## src/rtl/pacman_pkg.sv

```systemverilog
// Shared Pac-Man types: sprite coordinates, tile geometry and the collision FSM states.
package pacman_pkg;

  typedef logic [9:0] coord_t;

  localparam int TILE_WIDTH  = 8;
  localparam int TILE_HEIGHT = 8;
  localparam int SPRITE_SIZE = 16;

  typedef enum logic [1:0] {PLAY, HIT, RESPAWN, GAME_OVER} collide_state_t;

  // 11-bit difference keeps the sign of a 10-bit subtraction, so no wrap.
  function automatic logic [10:0] abs_diff11(input coord_t a, input coord_t b);
    logic [10:0] d;
    d = {1'b0, a} - {1'b0, b};
    return d[10] ? (11'd0 - d) : d;
  endfunction

endpackage

```

## src/rtl/sprite_overlap.sv

```systemverilog
// Pure-combinational proximity test between two sprite centres.
module sprite_overlap
  import pacman_pkg::*;
#(
  parameter int HIT_DIST = 8
) (
  input  coord_t ax_i,
  input  coord_t ay_i,
  input  coord_t bx_i,
  input  coord_t by_i,
  output logic   hit_o
);

  localparam logic [10:0] HD = 11'(HIT_DIST);

  logic [10:0] dx, dy;

  assign dx    = abs_diff11(ax_i, bx_i);
  assign dy    = abs_diff11(ay_i, by_i);
  assign hit_o = (dx < HD) && (dy < HD);

endmodule

```

## src/rtl/ghost_collision_ctrl.sv

```systemverilog
// Per-frame ghost/Pac-Man contact check, lives bookkeeping and death/respawn/game-over sequencing.
// Optional FRIGHTENED_MODE_EN adds the power-pellet fright timer and ghost_eaten pulses.
module ghost_collision_ctrl
  import pacman_pkg::*;
#(
  parameter int NUM_GHOSTS    = 4,
  parameter int HIT_DIST      = 8,
  parameter int START_LIVES   = 3,
`ifdef FRIGHTENED_MODE_EN
  parameter int FRIGHT_FRAMES = 360,
`endif
  parameter int DEATH_FRAMES  = 60
) (
  input  logic                    frame_clk,
  input  logic                    Reset,
  input  logic [9:0]              PacmanX,
  input  logic [9:0]              PacmanY,
  input  logic [NUM_GHOSTS*10-1:0] GhostX,
  input  logic [NUM_GHOSTS*10-1:0] GhostY,
`ifdef FRIGHTENED_MODE_EN
  input  logic                    power_pellet,
  output logic                    frightened,
  output logic [NUM_GHOSTS-1:0]   ghost_eaten,
`endif
  output logic                    freeze,
  output logic                    respawn,
  output logic                    game_over,
  output logic [2:0]              lives,
  output logic [(NUM_GHOSTS>1 ? $clog2(NUM_GHOSTS) : 1)-1:0] hit_ghost
);

  localparam int GW = (NUM_GHOSTS > 1) ? $clog2(NUM_GHOSTS) : 1;
  localparam int DW = $clog2(DEATH_FRAMES + 1);

  collide_state_t        state_q, state_d;
  logic [2:0]            lives_q, lives_d;
  logic                  freeze_q, freeze_d;
  logic                  respawn_q, respawn_d;
  logic                  game_over_q, game_over_d;
  logic [GW-1:0]         hit_ghost_q, hit_ghost_d;
  logic [DW-1:0]         death_q, death_d;
  logic [NUM_GHOSTS-1:0] contact;
  logic [GW-1:0]         first_idx;
  logic                  eat;

  for (genvar g = 0; g < NUM_GHOSTS; g++) begin : g_ov
    sprite_overlap #(.HIT_DIST(HIT_DIST)) u_ov (
      .ax_i (PacmanX),
      .ay_i (PacmanY),
      .bx_i (GhostX[10*g +: 10]),
      .by_i (GhostY[10*g +: 10]),
      .hit_o(contact[g])
    );
  end

  // Scan downwards so the lowest contacting index wins.
  always_comb begin
    first_idx = '0;
    for (int i = NUM_GHOSTS - 1; i >= 0; i--)
      if (contact[i]) first_idx = GW'(i);
  end

`ifdef FRIGHTENED_MODE_EN
  localparam int FW = $clog2(FRIGHT_FRAMES + 1);
  logic [FW-1:0]         fright_q, fright_d;
  logic [NUM_GHOSTS-1:0] eaten_q, eaten_d;

  // A pellet on the same edge as a contact already protects Pac-Man.
  assign eat         = power_pellet | (fright_q != '0);
  assign frightened  = (fright_q != '0);
  assign ghost_eaten = eaten_q;
`else
  assign eat = 1'b0;
`endif

  always_comb begin
    state_d     = state_q;
    lives_d     = lives_q;
    freeze_d    = freeze_q;
    respawn_d   = 1'b0;
    game_over_d = game_over_q;
    hit_ghost_d = hit_ghost_q;
    death_d     = death_q;
`ifdef FRIGHTENED_MODE_EN
    fright_d    = fright_q;
    eaten_d     = '0;
`endif
    case (state_q)
      PLAY: begin
        freeze_d = 1'b0;
`ifdef FRIGHTENED_MODE_EN
        if (power_pellet)         fright_d = FW'(FRIGHT_FRAMES);
        else if (fright_q != '0)  fright_d = fright_q - 1'b1;
        if (eat) eaten_d = contact;
`endif
        if ((|contact) && !eat) begin
          state_d     = HIT;
          if (lives_q != '0) lives_d = lives_q - 1'b1;
          freeze_d    = 1'b1;
          hit_ghost_d = first_idx;
          death_d     = '0;
`ifdef FRIGHTENED_MODE_EN
          fright_d    = '0;
`endif
        end
      end
      HIT: begin
        freeze_d = 1'b1;
        if (death_q == DW'(DEATH_FRAMES - 1)) begin
          if (lives_q == '0) begin
            state_d     = GAME_OVER;
            game_over_d = 1'b1;
          end else begin
            state_d   = RESPAWN;
            respawn_d = 1'b1;
          end
        end else begin
          death_d = death_q + 1'b1;
        end
      end
      RESPAWN: begin
        state_d  = PLAY;
        freeze_d = 1'b0;
      end
      default: begin
        freeze_d    = 1'b1;
        game_over_d = 1'b1;
      end
    endcase
  end

  always_ff @(posedge frame_clk) begin
    if (Reset) begin
      state_q     <= PLAY;
      lives_q     <= 3'(START_LIVES);
      freeze_q    <= 1'b0;
      respawn_q   <= 1'b0;
      game_over_q <= 1'b0;
      hit_ghost_q <= '0;
      death_q     <= '0;
`ifdef FRIGHTENED_MODE_EN
      fright_q    <= '0;
      eaten_q     <= '0;
`endif
    end else begin
      state_q     <= state_d;
      lives_q     <= lives_d;
      freeze_q    <= freeze_d;
      respawn_q   <= respawn_d;
      game_over_q <= game_over_d;
      hit_ghost_q <= hit_ghost_d;
      death_q     <= death_d;
`ifdef FRIGHTENED_MODE_EN
      fright_q    <= fright_d;
      eaten_q     <= eaten_d;
`endif
    end
  end

  assign freeze    = freeze_q;
  assign respawn   = respawn_q;
  assign game_over = game_over_q;
  assign lives     = lives_q;
  assign hit_ghost = hit_ghost_q;

endmodule

```

## config.mk

```make
export PLATFORM = sky130hd
export DESIGN_NAME = ghost_collision_ctrl
export DESIGN_NICKNAME = d
export VERILOG_FILES = /design/src/rtl/pacman_pkg.sv /design/src/rtl/sprite_overlap.sv /design/src/rtl/ghost_collision_ctrl.sv
export SDC_FILE = /design/constraint.sdc
export NUM_CORES = 1
export LEC_CHECK = 0
export ABC_AREA = 1
export CELL_PAD_IN_SITES_DETAIL_PLACEMENT = 1
export CELL_PAD_IN_SITES_GLOBAL_PLACEMENT = 2
export CORE_ASPECT_RATIO = 0.7
export CORE_UTILIZATION = 30
export CTS_BUF_LIST = sky130_fd_sc_hd__clkbuf_2
export DETAILED_ROUTE_END_ITERATION = 16
export PLACE_DENSITY = 0.95
export SLEW_MARGIN = 20
export SYNTH_ARGS = -nofsm -noshare
export SYNTH_HDL_FRONTEND = slang
export SYNTH_SLANG_ARGS = --single-unit
```

## constraint.sdc

```tcl
create_clock -name frame_clk -period 9.5 [get_ports frame_clk]
set_clock_uncertainty 0.2 [all_clocks]
set_input_delay 1.9 -clock frame_clk [delete_from_list [all_inputs] [get_ports frame_clk]]
set_output_delay 1.9 -clock frame_clk [all_outputs]
set_load 0.03 [all_outputs]
```

After elaboration in Yosys (flattened, before gate mapping)
Cells that the tools add are included.
{"block": "word_totals", "elab_cells": 85, "register_bits": 16, "out_inout_bits": 8, "in_bits": 102}
{"block": "classes", "n_addsub": 18, "n_lt_le_gt_ge": 8, "mux": 25, "reduce_logical": 17, "bitwise": 3, "eq_ne": 7}
{"op": "$lt 11x4->1 const B", "count": 8}
{"op": "$mux 11", "count": 8}
{"op": "$sub 1x11->11 const A", "count": 8}
{"op": "$sub 10x10->11", "count": 8}
{"op": "$mux 2", "count": 6}
{"op": "$mux 6", "count": 2}
{"op": "$pmux 6 s2", "count": 1}
{"op": "$reduce_and 3->1", "count": 4}
{"op": "$ne 2x2->1 const B", "count": 4}
{"op": "$add 6x1->6 const B", "count": 1}
{"op": "$eq 6x6->1 const B", "count": 1}
{"op": "$pmux 2 s3", "count": 1}
{"op": "$reduce_bool 3->1", "count": 2}
{"op": "$mux 1", "count": 5}
{"op": "$logic_and 1x1->1", "count": 4}
{"op": "$pmux 1 s2", "count": 2}
{"op": "$reduce_or 4->1", "count": 1}
{"op": "$logic_not 3->1", "count": 1}
{"op": "$not 1->1", "count": 3}
{"op": "$reduce_or 3->1", "count": 1}
{"op": "$sub 3x1->3 const B", "count": 1}
{"op": "$eq 2x1->1 const B", "count": 1}
{"op": "$eq 2x2->1 const B", "count": 1}
{"op": "$logic_not 2->1", "count": 1}
{"op": "3 further kinds", "count": 3}

Depth between registers and ports, before layout
Gate-level depths: netlist of run 1.
{"block": "logic_depth", "word_depth": 9, "mapped_depth": 25, "mapped_depth_nobuf": 25}

Cells and area by module
From an unflattened synthesis of run 1, not the netlist that was laid out.
{"block": "unflattened", "hier_cells": 1382, "hier_area_um2": 7387.1}
{"module": "sprite_overlap (g_ov[0].u_ov ...)", "seq_area_each_um2": 0.0, "area_per_inst_um2": 1636.6, "cells_per_inst": 317, "instances": 3}
{"module": "sprite_overlap (g_ov[1].u_ov)", "seq_area_each_um2": 0.0, "area_per_inst_um2": 1640.3, "cells_per_inst": 315, "instances": 1}
{"module": "ghost_collision_ctrl", "seq_area_each_um2": 320.3, "area_per_inst_um2": 837.1, "cells_per_inst": 116, "instances": 1}

Worst setup path before layout of run 1
OpenSTA, ideal clock, no wires.
{"block": "synth_path", "path_type": "in2reg", "start": "in PacmanY[0]", "end": "reg lives_q[1] (netlist: lives[1])", "arrival_time_ns": 4.055, "path_slack_ns": 5.120, "setup_ns": 0.125, "required_time_ns": 9.175, "stages": 21, "n_path_buf": 1, "path_cell_list": "inv_1 -> ha_1 -> inv_1 -> fa_1 -> nand2_1 -> nand3_2 -> nand3_2 -> nand2_1 -> a21oi_2 -> buf_4 -> nand3_1 -> nand2_1 -> nand2_1 -> nor2_1 -> nand3_1 -> nor2_1 -> nor2_1 -> nand2_2 -> nand3_1 -> nand2_1 -> nand3_1"}
{"block": "synth_between", "elab_chain_cells": 7, "elab_cells_between_ends": 22, "cone_classes": "8 x add/sub; 4 x order compare; 4 x mux; 6 x reduce/logical"}
{"element": "start: declaration", "line_no": "ghost_collision_ctrl.sv:17", "rtl": "input logic [9:0] PacmanY,"}
{"element": "$sub 10x10->11", "line_no": "pacman_pkg.sv:15", "rtl": "d = {1'b0, a} - {1'b0, b};"}
{"element": "$sub 1x11->11", "line_no": "pacman_pkg.sv:16", "rtl": "return d[10] ? (11'd0 - d) : d;"}
{"element": "$mux 11", "line_no": "pacman_pkg.sv:16"}
{"element": "$lt 11x4->1", "line_no": "sprite_overlap.sv:20", "rtl": "assign hit_o = (dx < HD) && (dy < HD);"}
{"element": "$logic_and 1x1->1", "line_no": "sprite_overlap.sv:20"}
{"element": "$reduce_or 4->1 (*)", "line_no": "ghost_collision_ctrl.sv:96", "rtl": "if ((|contact) && !eat) begin"}
{"element": "$reduce_and 3->1 (no line) (*)"}
{"element": "end signal: assignment", "line_no": "ghost_collision_ctrl.sv:135", "rtl": "lives_q <= 3'(START_LIVES);"}
{"element": "end signal: assignment", "line_no": "ghost_collision_ctrl.sv:147", "rtl": "lives_q <= lives_d;"}
{"element": "end: declaration", "line_no": "ghost_collision_ctrl.sv:36", "rtl": "logic [2:0] lives_q, lives_d;"}
Every way passes the cells marked *; elsewhere a longest branch is shown, timed or not.
A chain may end at the register's enable or synchronous reset.

Final worst setup path of run 1
{"block": "layout_path", "start": "in PacmanY[1]", "end": "reg lives_q[2] (netlist: lives[2])"}
Same word-level chain as after synthesis.

==> results of run 1 <==
-- through the flow --
step	setup slack, ns	instance area [um^2]	std cells	power (mW)
global route	3.811	8482	1798	0.7030
global placement	4.060	8463	1794	0.5710
detailed placement	3.880	8463	1794	0.5889
CTS	4.191	8482	1798	0.6217
floorplan	5.120	7004	1376	0.4324
finish	4.225	8482	1798	0.6188
-- layout by cell type (no fill, tap or decap), types with 2 or more instances in the layout --
cell type        synthesis  final
clkbuf_2                 0      3
clkdlybuf4s50_1          0    109
nand4_1                 19     19
o21a_1                   3      3
inv_1                  285    285
nand3_1                159    159
o21ai_0                  7      7
nor2_2                  11     11
inv_2                    4      4
a21oi_1                 44     44
xor2_1                   6      6
nand3_2                  6      6
fa_1                     8      8
dfxtp_1                 16     16
a31oi_1                  3      3
nor2_4                   4      4
nor3_1                  11     11
nor2_1                 121    121
nand2_2                  9      9
ha_1                    83     83
xnor2_1                  2      2
a21oi_2                  6      6
nand2_1                517    517
o21bai_1                 4      4
a21o_1                   3      3
or2_1                    5      5
nand3b_1                27     27
-- worst paths after layout --
check              from         end  slack (ns)  cells after the start
min           game_over   game_over        0.30                      2
min reg2reg   game_over   game_over        0.30                      2
max reg2reg  death_q[0]  death_q[5]        7.40                     10
max          PacmanY[1]    lives[2]        4.22                     18
-- area by class of cell --
| type | instances | area share [%] |
|---|---|---|
| clock buffer | 3 | 0.1770 |
| timing repair buffer | 109 | 12.86 |
| inverter | 289 | 12.79 |
| tap | 312 | 4.602 |
| multi-input combinational | 1068 | 65.75 |
| clock inverter | 1 | 0.04425 |
| sequential | 16 | 3.776 |
-- metal layers --
layer | wire length, um | global-route usage (%) | up-vias | part of all wire, %
met3 | 555 | 1.144 | 12 | 2.3
met2 | 10460 | 35.01 | 93 | 43
met4 | 144 | 1.410 | 0 | 0.59
met5 | 0 | 0 | - | 0
met1 | 13080 | 30.29 | 3910 | 54
li1 | - | - | 4498 | -
-- sequential cells by signal, indices dropped and copies added, names as in the netlist --
| name | cells |
|---|---|
| hit_ghost | 2 |
| lives | 3 |
| freeze | 1 |
| respawn | 1 |
| death_q | 6 |
| game_over | 1 |
| state_q | 2 |
-- power by group --
part	switching (mW)	internal, mW	leakage [nW]
sequential	0.000411	0.0677	0.129
combinational	0.325	0.194	4.91
clock	0.0227	0.00915	0.0140
total	0.348	0.271	5.05
-- cell families (layout without fill, tap and decap cells) --
kind of cell / Yosys count / count (layout) / share of synthesized area [%]
buf+inv: 292 / 402 / 15.81
xor+xnor: 8 / 8 / 1.000
simple gates: 894 / 894 / 55.27
compound gates: 75 / 75 / 6.234
fa+ha+maj: 91 / 91 / 17.11
flops: 16 / 16 / 4.573
-- worst register-to-register path, cell delays in order (launching register included) --
cell     delay [ns]
dfxtp_1        0.42
ha_1           0.23
inv_1          0.06
nor4_1         0.33
inv_1          0.14
nor2_1         0.20
inv_1          0.09
nand2_1        0.06
inv_1          0.08
nand3_1        0.11
a21oi_1        0.07
==> results.rst, run 1 <==
.. list-table::
   :header-rows: 1

   * - Metric
     - Value
   * - Status
     - finished clean
   * - Post-Route Setup TNS
     - 0 ns
   * - Post-synth EDFFs
     - 0
   * - CP max stage delay
     - about 0.72 ns
   * - Worst hold path class
     - reg2reg
   * - Crit path launch type
     - primary input
   * - Overall fraction of global-route tracks in use
     - 20.78%
   * - Iteration count of the initial detailed-routing pass
     - 5
   * - Average routed wire per standard cell
     - 13.48 um
   * - Instance count of the mapped netlist
     - roughly 1400
   * - Final WL
     - approximately 24000 um
   * - Hold-fix buffer count after cts
     - 0
   * - Multi-input combinational cell area
     - about 5600 um^2
   * - Critical path cell sequence
     - clkdlybuf4s50_1 -> fa_1 -> nand2_1 -> nand3_2 -> nand3_2 -> nand2_1 -> a21oi_2 -> nand2_1 -> nand2_1 -> nand2_1 -> nor2_1 -> nand3_1 -> nor2_1 -> nor2_1 -> nand2_2 -> nand3_1 -> nand2_1 -> a21oi_1
   * - Worst-skew pair later-pin latency
     - 0.29 ns
   * - Number of fill cells
     - between 3000 and 4000
   * - Post-CTS Repair Setup Buffers
     - 0
   * - Fmax achieved
     - 189.6 MHz
   * - Share of synthesized registers carrying an async set or reset
     - 0%
   * - Vias per cell
     - ~4.7
   * - Number of maximum-capacitance violations
     - 0
   * - Register Area
     - around 320 um^2
   * - Starting Density
     - 30.73%
   * - Number of top-level pins
     - 110
   * - Data required time at the worst endpoint
     - 9.48 ns
   * - Main synth FF type
     - dfxtp_1
   * - Clock sink count
     - 16
   * - Static leakage
     - about 5 nW
   * - CTS-repair resized insts
     - 0
   * - Maximum count of clock buffers along a single path
     - 2
   * - Cell repeated most along the worst path
     - nand2_1
   * - Number of synthesis warnings
     - 0
   * - Net count, final
     - 1680
   * - Final antenna-violating net count
     - 0
   * - Most common cell in the netlist
     - nand2_1
   * - Standard cell core area
     - roughly 23000 um^2
   * - Diode insertion count for antenna repair
     - 0
   * - Hold_ws
     - around 0.3 ns
   * - #FFs+latches synth
     - 16
   * - HPWL after detailed placement
     - 21770 um
   * - Die Ht
     - roughly 130 um
   * - Worst voltage drop across the vdd grid
     - 0.03459 mV
   * - Post-Synthesis Cell Area
     - 7004 um^2
   * - Cell types with the largest area share after synthesis
     - nand2_1, inv_1, ha_1
   * - Avg Synthesized Cell Area
     - between 5 and 6 um^2
   * - Cts bufs inserted
     - 3
   * - Critical path buffer and inverter count
     - 1
   * - Critical path's top delay family
     - simple AND/OR/NAND/NOR gates
   * - Clock-pin slew reported for the worst setup and hold paths after clock tree synthesis
     - 0.17 ns
   * - Number of global-route vias before repair
     - 8581
   * - DRC violation total after the first TritonRoute iteration
     - about 280
   * - Final Slew Violations
     - 0
   * - Net count of the mapped netlist
     - ~1600
   * - DRC violation count after routing
     - 0
   * - Overflow left after global routing
     - 0
   * - TritonCTS clock tree
     - yes
   * - Capturing element type of the critical path
     - register
   * - Routability-driven placement congestion ratio
     - ~0.84
   * - Worst-path fanout max
     - 12
   * - Data arrival time at the worst-slack endpoint
     - approximately 5.3 ns
   * - Count of distinct cell types in the synthesized netlist
     - 38
   * - Root Driver
     - clkbuf_2
   * - Area growth from synthesis to layout
     - 21.10%
   * - Setup-violating endpoint count in the final report
     - 0
   * - Sequential element share of the synthesized area
     - between 4 and 5%
   * - Vias after detailed routing
     - 8513
   * - Width of the chip
     - around 180 um
   * - Slowest cell on the critical path
     - clkdlybuf4s50_1
   * - Antenna violations before repair
     - 0
   * - RSZ-0062 raised after global routing
     - no
   * - Critical path class
     - in2reg
   * - Largest net degree at the start of global routing
     - 13
   * - Area of the die
     - ~24000 um^2
   * - Cell Pwr Density
     - 72.96 nW/um^2
   * - Worst-Margin Slew
     - between 0.6 and 0.7 ns
   * - Biggest area consumer among synthesized cells
     - nand2_1
   * - Number of placement rows
     - between 40 and 50
   * - Slew HR
     - a little under three fifths
   * - Utilization after layout
     - a little under two fifths
   * - Final period utilization
     - a little under three fifths
   * - Final critical delay including setup and external delays
     - around 5.3 ns
   * - First-pass GRT wire length
     - around 40000 um
   * - Commonest cells in the netlist
     - nand2_1, inv_1, nand3_1
   * - Count of input and output buffers
     - around 110
   * - Ratio of cells with drive above 1 in the final layout
     - around 3.2%
   * - H-tree depth reported by CTS
     - 1
   * - Final Hold Fails
     - 0
   * - Portion of synthesized cell area occupied by the leading cell type
     - 27.71%
(Power assumes the default switching activity.)
==> run 2, diff against run 1 <==
- CORE_UTILIZATION: 30 -> 25
- PLACE_DENSITY: 0.95 -> 0.87
- clock period: 9.5 -> 4.6 ns (I/O delays scaled with it)
==> run 2 against run 1 <==
- cell area increased by 1.1%
- cell count increased by 3.1%
- worst setup slack got worse by 3.8 ns
- largest cell class unchanged
- non-clock buffer count increased by 4
- power increased by 110%
- utilization decreased by 5.6 points
- register-to-register slack got worse by 4.8 ns
- die area increased by 20%
==> results.rst, run 2 (synthesized netlist as in run 1, its figures left out) <==
.. list-table::
   :header-rows: 1

   * - Metric
     - Value
   * - Final critical delay including setup and external delays
     - approximately 4.2 ns
   * - Largest net degree at the start of global routing
     - 13 (unchanged)
   * - Internal power
     - 0.5613 mW (+110%)
   * - Total Power Consumption
     - 1.272 mW (+110%)
   * - Maximum count of clock buffers along a single path
     - 2 (unchanged)
   * - Cts bufs inserted
     - 3 (unchanged)
   * - Post-Route Setup TNS
     - 0 ns (unchanged)
   * - M1 wire length
     - 13060 um (about the same)
   * - Die Ht
     - 142.0 um (+9.4%)
   * - Max FFs per register
     - 6 (unchanged)
   * - Static leakage
     - 5.069 nW (+0.34%)
   * - Worst hold path class
     - reg2reg
   * - Iteration count of the initial detailed-routing pass
     - 4 (-1)
   * - Net switching power
     - 0.7103 mW (+100%)
   * - HPWL after detailed placement
     - 22030 um (+1.2%)
   * - Number of maximum-capacitance violations
     - 0 (unchanged)
   * - Standard cell core area
     - 27150 um^2 (+19%)
   * - Fmax achieved
     - approximately 240 MHz
   * - Met3 wire length
     - 497 um (-10%)
   * - H-tree depth reported by CTS
     - 1 (unchanged)
   * - RSZ-0062 raised after global routing
     - no
   * - Clock-pin slew reported for the worst setup and hold paths after clock tree synthesis
     - 0.15 ns (-0.02 ns)
   * - Routability-driven placement congestion ratio
     - 0.8488 (+1.2%)
   * - DRC violation count after routing
     - 0 (unchanged)
   * - Top library cells by usage in the layout, fill and taps aside
     - nand2_1, inv_1, nand3_1
   * - Most common library cell in the layout ignoring fill and taps
     - nand2_1
   * - Setup-violating endpoint count in the final report
     - 0 (unchanged)
   * - Vias after detailed routing
     - 8488 (-0.29%)
   * - Number of placement rows
     - 50 (+8.7%)
   * - Number of global-route vias before repair
     - 8440 (-1.6%)
   * - Overall fraction of global-route tracks in use
     - 16.98% (-3.8 points)
   * - Logic pwr share
     - 84.0% (about the same)
   * - Hold-fix buffer count after cts
     - 0 (unchanged)
   * - Cell Pwr Density
     - 148.3 nW/um^2 (+100%)
   * - Hold_ws
     - 0.3112 ns (+0.01280 ns)
   * - Root Driver
     - clkbuf_2
   * - Post-CTS Repair Setup Buffers
     - 0 (unchanged)
   * - TritonCTS clock tree
     - yes
   * - Diode insertion count for antenna repair
     - 0 (unchanged)
   * - Final Hold Fails
     - 0 (unchanged)
   * - Final Slew Violations
     - 0 (unchanged)
   * - Slew HR
     - 60.33% (+4.5 points)
   * - Number of top-level pins
     - 110 (unchanged)
   * - Worst voltage drop across the vdd grid
     - 0.04761 mV (+38%)
   * - Switching power as a share of total power
     - 55.86% (-0.37 points)
   * - Ratio of cells with drive above 1 in the final layout
     - 3.425% (+0.26 points)
   * - Net count, final
     - 1684 (+0.24%)
   * - Overflow left after global routing
     - 0 (unchanged)
   * - Worst-Margin Slew
     - 0.5929 ns (-0.06834 ns)
   * - Final antenna-violating net count
     - 0 (unchanged)
   * - Status
     - finished clean
   * - CTS-repair resized insts
     - 0 (unchanged)
   * - Area growth from synthesis to layout
     - 22.40%
   * - Power share of the clock group
     - 4.9% (-0.2 points)
   * - Starting Density
     - 25.80% (-4.9 points)
   * - Final period utilization
     - about nine tenths
   * - Antenna violations before repair
     - 0 (unchanged)
   * - Capturing element type of the critical path
     - register
   * - Worst-path fanout max
     - 4 (-8)
   * - Critical path class
     - in2reg
   * - DRC violation total after the first TritonRoute iteration
     - 332 (+20%)
   * - Top layer used by detailed routing
     - met4
   * - Vias per cell
     - 4.581 (-3.3%)
   * - Worst-skew pair later-pin latency
     - 0.29 ns (about the same)
   * - Register with the highest flop count
     - death_q
   * - Width of the chip
     - 202.1 um (+9.4%)
   * - Utilization after layout
     - 31.58% (-5.6 points)
   * - Count of input and output buffers
     - 109 (unchanged)
   * - First-pass GRT wire length
     - 40280 um (-1.3%)
   * - WL met2
     - 10460 um (unchanged)
   * - Post-place instance area
     - 8558 um^2 (+1.1%)
   * - Data arrival time at the worst-slack endpoint
     - 4.16 ns (-1.09 ns)
   * - Data required time at the worst endpoint
     - 4.60 ns (-4.88 ns)
   * - Crit path launch type
     - primary input
   * - Clock sink count
     - 16 (unchanged)
   * - Final WL
     - 24260 um (+0.12%)
   * - Average routed wire per standard cell
     - 13.09 um (-2.9%)
   * - Part of the power in registers
     - 11.1% (about the same)
   * - Final design area excluding fillers
     - 8573 um^2 (+1.1%)
   * - Area of the die
     - 28700 um^2 (+20%)
## run 2: critical path, cell delays in order
cell and delay, ns:
clkdlybuf4s50_1 0.40, inv_1 0.28, ha_1 0.21, inv_1 0.06, fa_1 0.42, nand2_1 0.09
nand2_1 0.05, nor2_1 0.18, nand3_1 0.14, nor2_1 0.15, nand2_1 0.11, nand3_1 0.08
nand2_1 0.06, nor2_1 0.10, nand3_1 0.09, nor2_1 0.23, nor2_1 0.14, nand2_2 0.14
nand3_1 0.13, nand2_1 0.11, nand3_1 0.07
## run 2: worst paths after layout
check | from | endpoint | slack [ns] | cells after the start
worst max-delay path | PacmanX[0] | lives[1] | 0.44 | 21
worst min-delay path | hit_ghost[0] | hit_ghost[0] | 0.31 | 2
worst max register to register | death_q[1] | death_q[1] | 2.57 | 11
worst min register to register | hit_ghost[0] | hit_ghost[0] | 0.31 | 2
## run 2: area by class of cell
class | instances | area (um^2)
Timing Repair Buffer | 113 | 1121
Clock buffer | 3 | 15.01
Sequential cell | 16 | 320.3
Multi-Input combinational cell | 1068 | 5577
Tap cell | 364 | 455.4
Inverter | 289 | 1085
Fill cell | 3809 | 18580
## run 2: layer usage
metal,global-route usage [%],vias up
met1,24.76,3896
met2,28.11,81
met4,1.954,0
li1,-,4499
met5,0,-
met3,0.9158,12
## run 2: power groups by stage
stage | logic, mW | clock network (mW) | registers [mW]
final | 1.07 | 0.0625 | 0.141
after global routing | 1.23 | 0.0678 | 0.141
after CTS | 1.08 | 0.0634 | 0.141
after detailed placement | 1.07 | 0 | 0.144
after global placement | 1.04 | 0 | 0.144
after floorplan | 0.749 | 0 | 0.144
## run 2: per-stage QoR
stage / cells / setup WS (ns)
finish: 1853 / 0.4390
global route: 1853 / 0.1464
CTS: 1853 / 0.4440
detailed placement: 1850 / 0.1253
global placement: 1850 / 0.2470
floorplan: 1376 / 1.200
